**src/rtl/mem_wb_lanes.sv**
```systemverilog
// -----------------------------------------------------------------------------
// mem_wb_lanes
//
// Purpose:
//   MEM -> WB pipeline register for a multi-lane (superscalar) core. Each
//   cycle the stage does one of the following, in strict priority order:
//     reset   - clear everything, including the retire counter
//     flush   - clear the write-back outputs, keep the retire counter
//     bubble  - this stage is paused but the next one is not, so a blank
//               slot is sent downstream
//     advance - capture every lane and count the valid instructions
//     hold    - this stage and the next are both paused, so keep everything
//
//   When a stage is captured, register write enables are qualified. A lane
//   writes only if it is valid, it requests a write, and its destination is
//   not register 0. If two qualified lanes target the same register, only
//   the youngest (highest-index) lane keeps its enable. The data and address
//   of the older lane are still captured.
//
// Ports:
//   clk                 in   single clock; all state updates on its rising edge
//   rst                 in   synchronous active-high reset
//   pause               in   per-stage stall vector; bit STAGE belongs to this
//                            stage and bit STAGE+1 to the stage after it
//   flush               in   discard the current stage contents
//   mem_valid           in   per-lane "real instruction" flag
//   mem_reg_write_data  in   lane i data at [i*DATA_W +: DATA_W]
//   mem_reg_write_addr  in   lane i address at [i*ADDR_W +: ADDR_W]
//   mem_reg_write_en    in   per-lane register write request
//   wb_valid            out  registered lane valid flags
//   wb_reg_write_data   out  registered write data
//   wb_reg_write_addr   out  registered write addresses
//   wb_reg_write_en     out  registered, qualified write enables
//   retire_cnt          out  running count of instructions retired here,
//                            wraps modulo 2^CNT_W
// -----------------------------------------------------------------------------
module mem_wb_lanes #(
    parameter int LANES   = 2,
    parameter int DATA_W  = 32,
    parameter int ADDR_W  = 5,
    parameter int PAUSE_W = 6,
    parameter int STAGE   = 4,
    parameter int CNT_W   = 32
) (
    input  logic                      clk,
    input  logic                      rst,
    input  logic [PAUSE_W-1:0]        pause,
    input  logic                      flush,
    input  logic [LANES-1:0]          mem_valid,
    input  logic [LANES*DATA_W-1:0]   mem_reg_write_data,
    input  logic [LANES*ADDR_W-1:0]   mem_reg_write_addr,
    input  logic [LANES-1:0]          mem_reg_write_en,
    output logic [LANES-1:0]          wb_valid,
    output logic [LANES*DATA_W-1:0]   wb_reg_write_data,
    output logic [LANES*ADDR_W-1:0]   wb_reg_write_addr,
    output logic [LANES-1:0]          wb_reg_write_en,
    output logic [CNT_W-1:0]          retire_cnt
);

    // Reject illegal configurations at elaboration. The stage needs a
    // downstream pause bit, so STAGE cannot be the top bit of the vector.
    if (STAGE < 0 || STAGE > PAUSE_W - 2) begin : g_bad_stage
        $error("mem_wb_lanes: STAGE must lie in 0..PAUSE_W-2");
    end
    if (LANES < 1 || LANES > 4) begin : g_bad_lanes
        $error("mem_wb_lanes: LANES must lie in 1..4");
    end

    // Pipeline register state
    logic [LANES-1:0]        valid_q, valid_d;
    logic [LANES*DATA_W-1:0] data_q,  data_d;
    logic [LANES*ADDR_W-1:0] addr_q,  addr_d;
    logic [LANES-1:0]        wen_q,   wen_d;
    logic [CNT_W-1:0]        cnt_q,   cnt_d;

    // Per-cycle decode of the stall vector
    logic do_bubble;
    logic do_advance;

    assign do_bubble  = pause[STAGE] & ~pause[STAGE+1];
    assign do_advance = ~pause[STAGE];

    // A lane is eligible to write only if it is valid, requests a write,
    // and does not target register 0.
    logic [LANES-1:0] qual;

    always_comb begin
        qual = '0;
        for (int i = 0; i < LANES; i++) begin
            qual[i] = mem_reg_write_en[i] & mem_valid[i]
                    & (mem_reg_write_addr[i*ADDR_W +: ADDR_W] != '0);
        end
    end

    // Same-register collapse: an eligible lane loses its enable when any
    // younger eligible lane writes the same register, so the youngest wins.
    logic [LANES-1:0] keep;

    always_comb begin
        keep = qual;
        for (int i = 0; i < LANES; i++) begin
            for (int j = i + 1; j < LANES; j++) begin
                if (qual[i] && qual[j] &&
                    (mem_reg_write_addr[i*ADDR_W +: ADDR_W] ==
                     mem_reg_write_addr[j*ADDR_W +: ADDR_W])) begin
                    keep[i] = 1'b0;
                end
            end
        end
    end

    // Number of valid lanes in the incoming group. Enables do not affect
    // this count, because a valid instruction retires even if it does not
    // write a register.
    logic [CNT_W-1:0] retire_inc;

    always_comb begin
        retire_inc = '0;
        for (int i = 0; i < LANES; i++) begin
            retire_inc = retire_inc + CNT_W'(mem_valid[i]);
        end
    end

    // Next-state selection. Flush overrides every pause pattern. Flush and
    // bubble both empty the slot but never count retirements.
    always_comb begin
        valid_d = valid_q;
        data_d  = data_q;
        addr_d  = addr_q;
        wen_d   = wen_q;
        cnt_d   = cnt_q;
        if (flush || do_bubble) begin
            valid_d = '0;
            data_d  = '0;
            addr_d  = '0;
            wen_d   = '0;
        end else if (do_advance) begin
            valid_d = mem_valid;
            data_d  = mem_reg_write_data;
            addr_d  = mem_reg_write_addr;
            wen_d   = keep;
            cnt_d   = cnt_q + retire_inc;
        end
    end

    // State register. Reset wins over everything, including a hold, so any
    // held contents are discarded.
    always_ff @(posedge clk) begin
        if (rst) begin
            valid_q <= '0;
            data_q  <= '0;
            addr_q  <= '0;
            wen_q   <= '0;
            cnt_q   <= '0;
        end else begin
            valid_q <= valid_d;
            data_q  <= data_d;
            addr_q  <= addr_d;
            wen_q   <= wen_d;
            cnt_q   <= cnt_d;
        end
    end

    assign wb_valid          = valid_q;
    assign wb_reg_write_data = data_q;
    assign wb_reg_write_addr = addr_q;
    assign wb_reg_write_en   = wen_q;
    assign retire_cnt        = cnt_q;

endmodule
```
**config.mk**
```make
export PLATFORM = sky130hd
export DESIGN_NAME = mem_wb_lanes
export DESIGN_NICKNAME = d
export VERILOG_FILES = /design/src/rtl/mem_wb_lanes.sv
export SDC_FILE = /design/constraint.sdc
export NUM_CORES = 1
export LEC_CHECK = 0
export CORE_MARGIN = 2
export CORE_UTILIZATION = 35
export DETAILED_ROUTE_END_ITERATION = 8
export GPL_ROUTABILITY_DRIVEN = 0
export GPL_TIMING_DRIVEN = 0
export PLACE_DENSITY = 0.72
export SKIP_LAST_GASP = 1
export SLEW_MARGIN = 20
export SYNTH_ARGS = -nofsm -noshare
export SYNTH_HDL_FRONTEND = slang
export SYNTH_SLANG_ARGS = --single-unit
```
**constraint.sdc**
```tcl
create_clock -name clk -period 6.5 [get_ports clk]
set_clock_uncertainty 0.15 [all_clocks]
set_input_delay 0.975 -clock clk [delete_from_list [all_inputs] [get_ports clk]]
set_output_delay 0.975 -clock clk [all_outputs]
set_load 0.01 [all_outputs]
```
==> impl_metrics.ini <==
[sta]
grt_setup_unrepaired = no
setup_ws_ps = 3220
fin_crit_sh_pct = 50.5
hold_viol = 0
fmax_ghz = 0.304
slew_viol_final = 0
tightest_slew_ps = 689
relSlewSlack_pct = 54.0
setup_viol = 0
finalSetupTns_ps = 0
period_needed_ps = 3290

[critical_path]
critPathMaxFanout = 10
crit_type = in -> reg
rr_startpoint = retire_cnt[0]
cp_data_arrival_time_ps = 3430
required_ps = 6640
critPathLaunch = mem_valid[1]
endpoint_kind = register
worstSetupStartpointType = input pin

[detailed_routing]
wl_mm = 12.7
first_pass_iters = 5
drt_iter0_drc = 163
drc_errors = 0
wl_per_cell_um = 15.3
vias = 4052
ant_nets = 0
vias_per_cell = 4.89

[synthesis]
synth_seq_cells = 110
synth_ff_type = dfxtp_1
synth-async-reset-ratio_pct = 0
synth_edf_count = 0
synth_top_area_share_pct = 49.4
synth.most_common_cell = dfxtp_1
postSynthCellCount = 450
synth.distinct_cells = 44
avgSynthCellArea_um2 = 9.92
yosysTopAreaCell = dfxtp_1
syn_area_mm2 = 0.00446
synthesis.nets = 539
synth_warnings = 0
yosysSeqAreaShare_pct = 49.4
synthTopCellsByArea = dfxtp_1 (49%), mux2i_1 (17%), nor2_1 (7.6%), or4_1 (3.2%), o31ai_1 (3.0%)
synthTopCellsByCount = dfxtp_1 (110), nor2_1 (90), mux2i_1 (76)

[clocking]
htreeDepth = 3
clockBufferDepth = 2
clk_pin_slew_worst_paths_ps = 70
postCtsHoldBufs = 0
post_cts_buffers = 0
cts.sinks = 110
clock_latency_ps = 360
post_cts_resized = 0
tritoncts = done
cts_buffers = 9
cts.root.buffer_cell = clkbuf_16

[run]
drv_cap = 0

[global_route]
grt_usage_pct = 18.9
grt_pass1_vias = 3989
grt_max_degree = 19
grt-ovfl-total = 0
antenna_found_initial = 0
grt_first_pass_wirelength_mm = 20.0

[final_layout]
synthToLayoutAreaGrowth_pct = 54.9
nNetsFinal = 741
post-route-util_pct = 55.2
layout-drive-gt1-share_pct = 6.70
final_area_mm2 = 0.00691
antenna_cells = 0

[floorplan]
start_util_pct = 35.6
die_x_um = 117
io_pins = 197
core_mm2 = 0.0125
fp-row-count = 41
die_h_um = 117
die-area_mm2 = 0.0137

[placement]
placed_area_mm2 = 0.00659
dp_hpwl_mm = 9.89
dp_slack_ps = 2830
portBuffers = 191

[power_and_ir_drop]
power.density_mw_per_mm2 = 210
vdd_drop_max_v = 0.000127
p_leak_uw = 0.00264
total_power_uw = 1450

[worst_hold_path]
hp-start = retire_cnt[31]
min_path_type = reg -> reg

[status]
status = complete, no violations
-- flip-flops by register name (all words and copies together), names as in the netlist --
signal and flops:
wb_reg_write_en 2, wb_reg_write_data 64, wb_valid 2, wb_reg_write_addr 10
retire_cnt 32
-- cell usage in the layout, fill, tap and decap left out, types with 2 or more instances in the layout --
cell type        netlist  routed
or4_1                 19      19
clkdlybuf4s50_1        0     191
bufinv_16              0       2
o21ai_0                4       4
clkbuf_16              0       9
nor2b_1                2       2
and3_1                 3       3
and4_4                 2       2
nand4_4                2       2
xor2_1                 6       6
o31ai_1               18      18
mux2i_1               76      76
nand4_1                7       7
a21oi_1               21      21
nand2_1               11      11
buf_2                 12      12
or3_1                  3       3
buf_4                  4       4
nand3_1               11      11
clkbuf_1               9       9
dfxtp_1              110     110
xnor2_1                8       8
nor2_1                90      90
inv_1                  7       7
clkinv_2               0       3
nor4_1                 3       3
-- cells by family after synthesis --
| group | Yosys count | synth area share [%] |
|---|---|---|
| and+or+nand+nor | 166 | 19.7 |
| DFF | 110 | 49.4 |
| muxes | 77 | 17.3 |
| AOI/OAI and AO/OA | 47 | 6.48 |
| buffers and inverters | 34 | 3.70 |
| xor gates and xnor gates | 14 | 2.75 |
| adders and majority gates | 2 | 0.729 |
-- power by group --
group | internal (uW) | leakage [uW] | total [uW] | switching, uW
sequential | 687 | 0.000891 | 695 | 7.61
combinational | 95.9 | 0.00159 | 161 | 64.9
clock | 340 | 0.000161 | 598 | 258
total | 1120 | 0.00264 | 1450 | 331
-- metrics by stage --
stage	std cells	hold WS, ps
floorplan	450	346
detailed placement	813	327
CTS	829	337
global route	829	370
finish	829	339
global placement	813	322
-- worst max-delay path, cell delays in order --
cell and delay (ps):
clkdlybuf4s50_1 540, inv_1 80, fa_1 450, inv_1 80
ha_1 170, and2_1 130, buf_4 140, nand4_4 180
or4_1 540, a21oi_1 140
-- cell type report --
cell class,count,area [um2]
Fill cell,1181,5610
Sequential cell,110,2200
Multi-Input combinational cell,306,2090
Timing Repair Buffer,191,1910
Clock buffer,9,225
Tap cell,172,215
Buffer,27,139
Clock inverter,7,95.1
Inverter,7,26.3
-- worst paths after layout --
check | to | slack [ps] | cells after the start
worst max-delay path | retire_cnt[22] | 3220 | 10
worst min-delay path | retire_cnt[31] | 340 | 2
worst max register to register | retire_cnt[22] | 4060 | 9
worst min register to register | retire_cnt[31] | 340 | 2
-- per-layer routing --
layer,vias up,share of wire (%),wire length [um],GRT usage [%]
li1,1987,-,-,-
met1,1904,40,5050,20.7
met2,145,48,6100,32.0
met3,16,10,1290,8.39
met4,0,1.9,244,7.53
met5,-,0,0,0
No activity file was read; power rests on OpenSTA's default activity.
